File: src/rtl/sqrt_mag_seq.sv
// Magnitude approximation sequencer: drives an external abs/min/max unit through
// |a|, |b|, max, min, then forms max(x - x/8 + y/2, x) locally.
module sqrt_mag_seq #(
  parameter int unsigned W      = 8,
  parameter int unsigned AU_LAT = 1
) (
  input  logic         clk,
  input  logic         rst,
  input  logic         in_valid,
  output logic         in_ready,
  input  logic [W-1:0] in_a,
  input  logic [W-1:0] in_b,
  output logic         out_valid,
  input  logic         out_ready,
  output logic [W-1:0] out_data,
  output logic         out_sat,
  output logic [W-1:0] au_a,
  output logic [W-1:0] au_b,
  output logic [1:0]   au_sel,
  input  logic [W-1:0] au_out
);

  localparam int unsigned CW = $clog2(AU_LAT + 2);
  localparam logic [CW-1:0] LAT = CW'(AU_LAT);

  localparam logic [2:0] ST_IDLE  = 3'd0;
  localparam logic [2:0] ST_ABS_A = 3'd1;
  localparam logic [2:0] ST_ABS_B = 3'd2;
  localparam logic [2:0] ST_MAX   = 3'd3;
  localparam logic [2:0] ST_MIN   = 3'd4;
  localparam logic [2:0] ST_CALC  = 3'd5;
  localparam logic [2:0] ST_DONE  = 3'd6;

  localparam logic [1:0] SEL_ABS = 2'b00;
  localparam logic [1:0] SEL_MIN = 2'b10;
  localparam logic [1:0] SEL_MAX = 2'b11;

  localparam logic [W-1:0] MOST_NEG = {1'b1, {(W-1){1'b0}}};
  localparam logic [W-1:0] MOST_POS = {1'b0, {(W-1){1'b1}}};

  logic [2:0]    state_q;
  logic [CW-1:0] cnt_q;
  logic [W-1:0]  b_q;
  logic          sat_q;
  logic [W-1:0]  ra_q;
  logic [W-1:0]  x_q;
  logic [W-1:0]  y_q;
  logic          lat_hit;
  logic [W:0]    x_ext;
  logic [W:0]    r_sum;
  logic [W-1:0]  result;

  function automatic logic [W-1:0] clamp(input logic [W-1:0] v);
    return (v == MOST_NEG) ? MOST_POS : v;
  endfunction

  assign in_ready = (state_q == ST_IDLE);
  assign lat_hit  = (cnt_q == LAT);

  always_comb begin
    x_ext  = {1'b0, x_q};
    r_sum  = x_ext - (x_ext >> 3) + ({1'b0, y_q} >> 1);
    result = (r_sum < x_ext) ? x_q : r_sum[W-1:0];
  end

  always_ff @(posedge clk) begin
    if (rst) begin
      state_q   <= ST_IDLE;
      cnt_q     <= '0;
      b_q       <= '0;
      sat_q     <= 1'b0;
      ra_q      <= '0;
      x_q       <= '0;
      y_q       <= '0;
      out_valid <= 1'b0;
      out_data  <= '0;
      out_sat   <= 1'b0;
      au_a      <= '0;
      au_b      <= '0;
      au_sel    <= SEL_ABS;
    end else begin
      case (state_q)
        ST_IDLE: begin
          if (in_valid) begin
            b_q     <= clamp(in_b);
            sat_q   <= (in_a == MOST_NEG) || (in_b == MOST_NEG);
            au_b    <= clamp(in_a);
            au_sel  <= SEL_ABS;
            cnt_q   <= '0;
            state_q <= ST_ABS_A;
          end
        end
        ST_ABS_A: begin
          if (lat_hit) begin
            ra_q    <= au_out;
            au_b    <= b_q;
            au_sel  <= SEL_ABS;
            cnt_q   <= '0;
            state_q <= ST_ABS_B;
          end else begin
            cnt_q <= cnt_q + CW'(1);
          end
        end
        ST_ABS_B: begin
          if (lat_hit) begin
            au_a    <= ra_q;
            au_b    <= au_out;
            au_sel  <= SEL_MAX;
            cnt_q   <= '0;
            state_q <= ST_MAX;
          end else begin
            cnt_q <= cnt_q + CW'(1);
          end
        end
        ST_MAX: begin
          if (lat_hit) begin
            x_q     <= au_out;
            au_sel  <= SEL_MIN;
            cnt_q   <= '0;
            state_q <= ST_MIN;
          end else begin
            cnt_q <= cnt_q + CW'(1);
          end
        end
        ST_MIN: begin
          if (lat_hit) begin
            y_q     <= au_out;
            au_sel  <= SEL_ABS;
            cnt_q   <= '0;
            state_q <= ST_CALC;
          end else begin
            cnt_q <= cnt_q + CW'(1);
          end
        end
        ST_CALC: begin
          out_data  <= result;
          out_sat   <= sat_q;
          out_valid <= 1'b1;
          state_q   <= ST_DONE;
        end
        ST_DONE: begin
          if (out_ready) begin
            out_valid <= 1'b0;
            state_q   <= ST_IDLE;
          end
        end
        default: state_q <= ST_IDLE;
      endcase
    end
  end

endmodule

File: config.mk
export PLATFORM = sky130hd
export DESIGN_NAME = sqrt_mag_seq
export DESIGN_NICKNAME = d
export VERILOG_FILES = /design/src/rtl/sqrt_mag_seq.sv
export SDC_FILE = /design/constraint.sdc
export NUM_CORES = 1
export LEC_CHECK = 0
export CAP_MARGIN = 0
export CELL_PAD_IN_SITES_DETAIL_PLACEMENT = 0
export CELL_PAD_IN_SITES_GLOBAL_PLACEMENT = 1
export CORE_MARGIN = 2
export CORE_UTILIZATION = 39
export DETAILED_ROUTE_END_ITERATION = 6
export PLACE_DENSITY = 0.86
export SETUP_SLACK_MARGIN = 0.4
export SYNTH_ARGS = -nofsm -noshare
export SYNTH_HDL_FRONTEND = slang
export SYNTH_SLANG_ARGS = --single-unit
File: constraint.sdc
create_clock -name clk -period 4.1 [get_ports clk]
set_input_delay 0.82 -clock clk [delete_from_list [all_inputs] [get_ports clk]]
set_output_delay 0.82 -clock clk [all_outputs]
set_load 0.02 [all_outputs]
==> flow_summary.json <==
{
  "outcome": "finished, final reports clean",
  "antenna_left": 0,
  "globalplace.congestion": 0.869,
  "crit_path_max_fanout": 4,
  "layout.core_utilization_pct": 52.3,
  "dieArea_sq_mm": 0.00952,
  "numCtsBuffers": 9,
  "synth_simple_gate_area_share_pct": 22.3,
  "first_iter_violations": 134,
  "synth_top_cell_by_area": "dfxtp_1",
  "max-slew-margin-rel_pct": 44.0,
  "comb_power_share_pct": 17.9,
  "fillers": 835,
  "io_buffers": 56,
  "crit_path_max_incr_delay_ns": 0.51,
  "synth_ff_type": "dfxtp_1",
  "ranking_of_synthesized_cells_by_area": "dfxtp_1 38%, ha_1 6.6%, a21oi_1 6.3%",
  "worst_setup_path_startpoint": "x_q[1]",
  "main_combinational_cell_family_by_area_after_synthesis": "simple AND/OR/NAND/NOR gates",
  "final_nets": 542,
  "clock_insertion_delay_worst_skew_ns": 0.34,
  "worst_clock_skew_ns": 0.00948,
  "timing.reg2reg.worst_path_depth": 15,
  "type_of_the_most_critical_hold_path": "flop to flop",
  "sw_frac_of_total_pct": 28.2,
  "critPathKind": "flop to flop",
  "synth.cells.most_frequent": "65 x dfxtp_1, 57 x nor2_1, 52 x nand2_1, 43 x a21oi_1, 32 x inv_1",
  "h_tree_depth_reported_by_cts": 3,
  "placed_cell_area_sq_mm": 0.00407,
  "slew_viol_final": 0,
  "synthesis.nets": 482,
  "syn_inst": 431,
  "max_fclk_mhz": 276,
  "ctsLongestPathBuffers": 2,
  "detail_route.drc_violations": 0,
  "cp_data_required_time_ns": 4.35,
  "synth-compound-area-share_pct": 19.7,
  "totalWireLength_microns": 8940,
  "regToRegStartpoint": "x_q[1]",
  "core_region_area_sq_mm": 0.00859,
  "timing.reg2reg.setup_slack_ns": 0.48,
  "total_leakage_power_nw": 1.77,
  "asyncSetResetFlopFracSynth_pct": 0,
  "avgRoutedWirePerCell_microns": 14.8,
  "rsz_0062_raised_after_global_routing": "no",
  "dieHeight_microns": 97.6,
  "grt_pass1_wl_microns": 14200,
  "whs_ns": 0.451,
  "synthMostInstantiatedCell": "dfxtp_1",
  "timing.critical_path.slowest_stage_cell": "fa_1",
  "critPathArrivalTime_ns": 3.87,
  "count_of_antenna_diodes_in_the_layout": 0,
  "initial_utilization_pct": 39.7,
  "postCtsHoldBufs": 0,
  "clkTransAtPathRegs_ns": 0.08,
  "synth_adder_area_share_pct": 9.52,
  "first_pass_iters": 4,
  "grt_remaining_overflow": 0,
  "final_min_period_over_clock_period_pct": 88.4,
  "post_drt_via_cell_ratio": 5.27,
  "crit_path_end": "out_data[7]",
  "clkPwrFrac_pct": 37.0,
  "synth_top_area_share_pct": 38.1,
  "post_synth_mux_area_share_pct": 2.64,
  "aggregate_negative_setup_slack_ns": 0,
  "internal_power_mw": 1.07,
  "pwr_per_cell_area_mw_per_mm2": 333,
  "num_vias": 3185,
  "critPathLaunchType": "flop",
  "die_w_microns": 97.6,
  "layout-drive-gt1-share_pct": 12.7,
  "p_switching_mw": 0.423,
  "syn_avg_cell_area_sq_um": 7.93,
  "io-pin-count": 57,
  "yosys.cell_types.count": 44,
  "initial_antenna_violation_count": 0,
  "synth-warning-count": 0,
  "groute.usage.overall_pct": 18.2,
  "clk_root_buffer_cell": "clkbuf_8",
  "cts_sinks": 65,
  "synth_edf_count": 0,
  "finish_stage_setup_viols": 0,
  "critical_path.cell_chain": "inv_2 > fa_1 > inv_2 > fa_2 > a21o_1 > a21oi_2 > xnor2_2 > ha_1 > a21oi_2 > nor2b_4 > o41ai_4 > buf_4 > a21boi_2 > o21ai_1 > a211oi_1",
  "power.sequential.fraction_pct": 45.1,
  "post_synth_instance_area_sq_mm": 0.00342,
  "synth_xor_area_share_pct": 1.54,
  "ir_worst_vdd_mv": 0.189,
  "final_instance_area_sq_mm": 0.00449,
  "synth_sequential_area_ratio_pct": 38.1,
  "maxCapViolCount": 0,
  "area.growth.synth_to_final_pct": 31.5,
  "actual_slew_at_the_worst_max_slew_pin_ns": 0.839,
  "synth-seq-cells": 65,
  "first_global_vias": 2995,
  "cts_tree": "yes",
  "finalCriticalPeriod_ns": 3.62,
  "rr_endpoint": "out_data[7]",
  "dpl.hpwl_microns": 6140,
  "fin_hold_viols": 0,
  "rows": 34,
  "grt_max_degree": 43,
  "critPathCaptureType": "flop"
}
[state kept, by name (all words and copies together), names as in the netlist, 2 cells and up]
register  cells
au_a          8
au_b          8
b_q           8
out_data      8
ra_q          8
x_q           8
y_q           7
state_q       3
au_sel        2
cnt_q         2
[layout make-up]
class | count | area, sq um | area share, %
Clock buffer | 12 | 145 | 3.23
Clock inverter | 4 | 51.3 | 1.14
Inverter | 32 | 120 | 2.67
Multi-Input combinational cell | 312 | 2060 | 45.9
Sequential cell | 65 | 1310 | 29.2
Tap cell | 108 | 135 | 3.01
Timing Repair Buffer | 71 | 668 | 14.9
[timing repair]
action | CTS | global route
resized for setup | 7 | 26
setup buffers | 5 | 5
cloned | 1 | 0
pin swaps | 6 | 19
setup endpoints to repair | 8 | 8
[per-layer routing]
layer | share of wire [%] | global-route usage, %
met1 | 48 | 24.9
met2 | 46 | 28.6
met3 | 5.3 | 3.31
met4 | 0.95 | 6.73
met5 | 0 | 0
[worst min path at each step]
stage | cells after the start | endpoint | from | slack, ns
floorplan | 2 | cnt_q[1] | cnt_q[1] | 0.42
global placement | 2 | cnt_q[1] | cnt_q[1] | 0.43
detailed placement | 2 | au_a[6] | au_a[6] | 0.45
CTS | 2 | au_a[6] | au_a[6] | 0.46
global route | 2 | au_a[5] | au_a[5] | 0.47
finish | 2 | cnt_q[1] | cnt_q[1] | 0.45
[power by group through the flow]
stage | Clock (mW) | Sequential, mW | Combinational [mW]
final | 0.553 | 0.676 | 0.269
after floorplan | 0 | 0.697 | 0.143
after detailed placement | 0 | 0.690 | 0.242
after CTS | 0.561 | 0.676 | 0.256
after global routing | 0.585 | 0.679 | 0.293
after global placement | 0 | 0.690 | 0.239
[cell families (layout without fill, tap and decap cells)]
| group | Yosys count | count (layout) |
|---|---|---|
| DFF | 65 | 65 |
| xor gates and xnor gates | 6 | 6 |
| and+or+nand+nor | 171 | 171 |
| buffers and inverters | 55 | 119 |
| muxes | 9 | 9 |
| adders and majority gates | 23 | 23 |
| AOI/OAI and AO/OA | 102 | 103 |
[cells in the final DEF (no fill, tap or decap), types with 3 or more instances in the layout]
cell,netlist,final
buf_4,0,15
fa_1,5,4
inv_1,32,29
dfxtp_2,0,5
nor2b_1,8,7
o211a_1,6,6
ha_1,18,14
clkdlybuf4s50_1,0,55
and3_1,4,3
ha_4,0,4
nor2_1,57,57
nor3_1,18,17
nand3_1,22,21
a22oi_1,8,8
clkbuf_8,0,10
o311a_1,4,4
dfxtp_1,65,59
inv_2,0,3
a21o_1,7,7
o21ai_0,15,14
a21oi_2,0,4
mux2i_1,9,9
nand2_1,52,52
a21oi_1,43,39
[worst max-delay path, delay by kind of cell (launching register included)]
| family | cells | cell delay, ns |
|---|---|---|
| AND/OR/NAND/NOR | 1 | 0.06 |
| AO/OA/AOI/OAI | 7 | 1.42 |
| flip-flops | 1 | 0.36 |
| buffers and inverters | 3 | 0.33 |
| adder cells (fa/ha/maj) | 3 | 1.20 |
| XOR/XNOR | 1 | 0.15 |
[stage by stage]
| step | worst slack (ns) | power, mW | cells |
|---|---|---|---|
| 6_report | 0.476 | 1.50 | 604 |
| 5_1_grt | 0.339 | 1.56 | 604 |
| 4_1_cts | 0.394 | 1.49 | 599 |
| 3_5_place_dp | 0.261 | 0.933 | 577 |
| 3_3_place_gp | 0.413 | 0.929 | 577 |
| 2_1_floorplan | 0.507 | 0.840 | 431 |
Note: power is estimated with default switching activity, not from simulation.
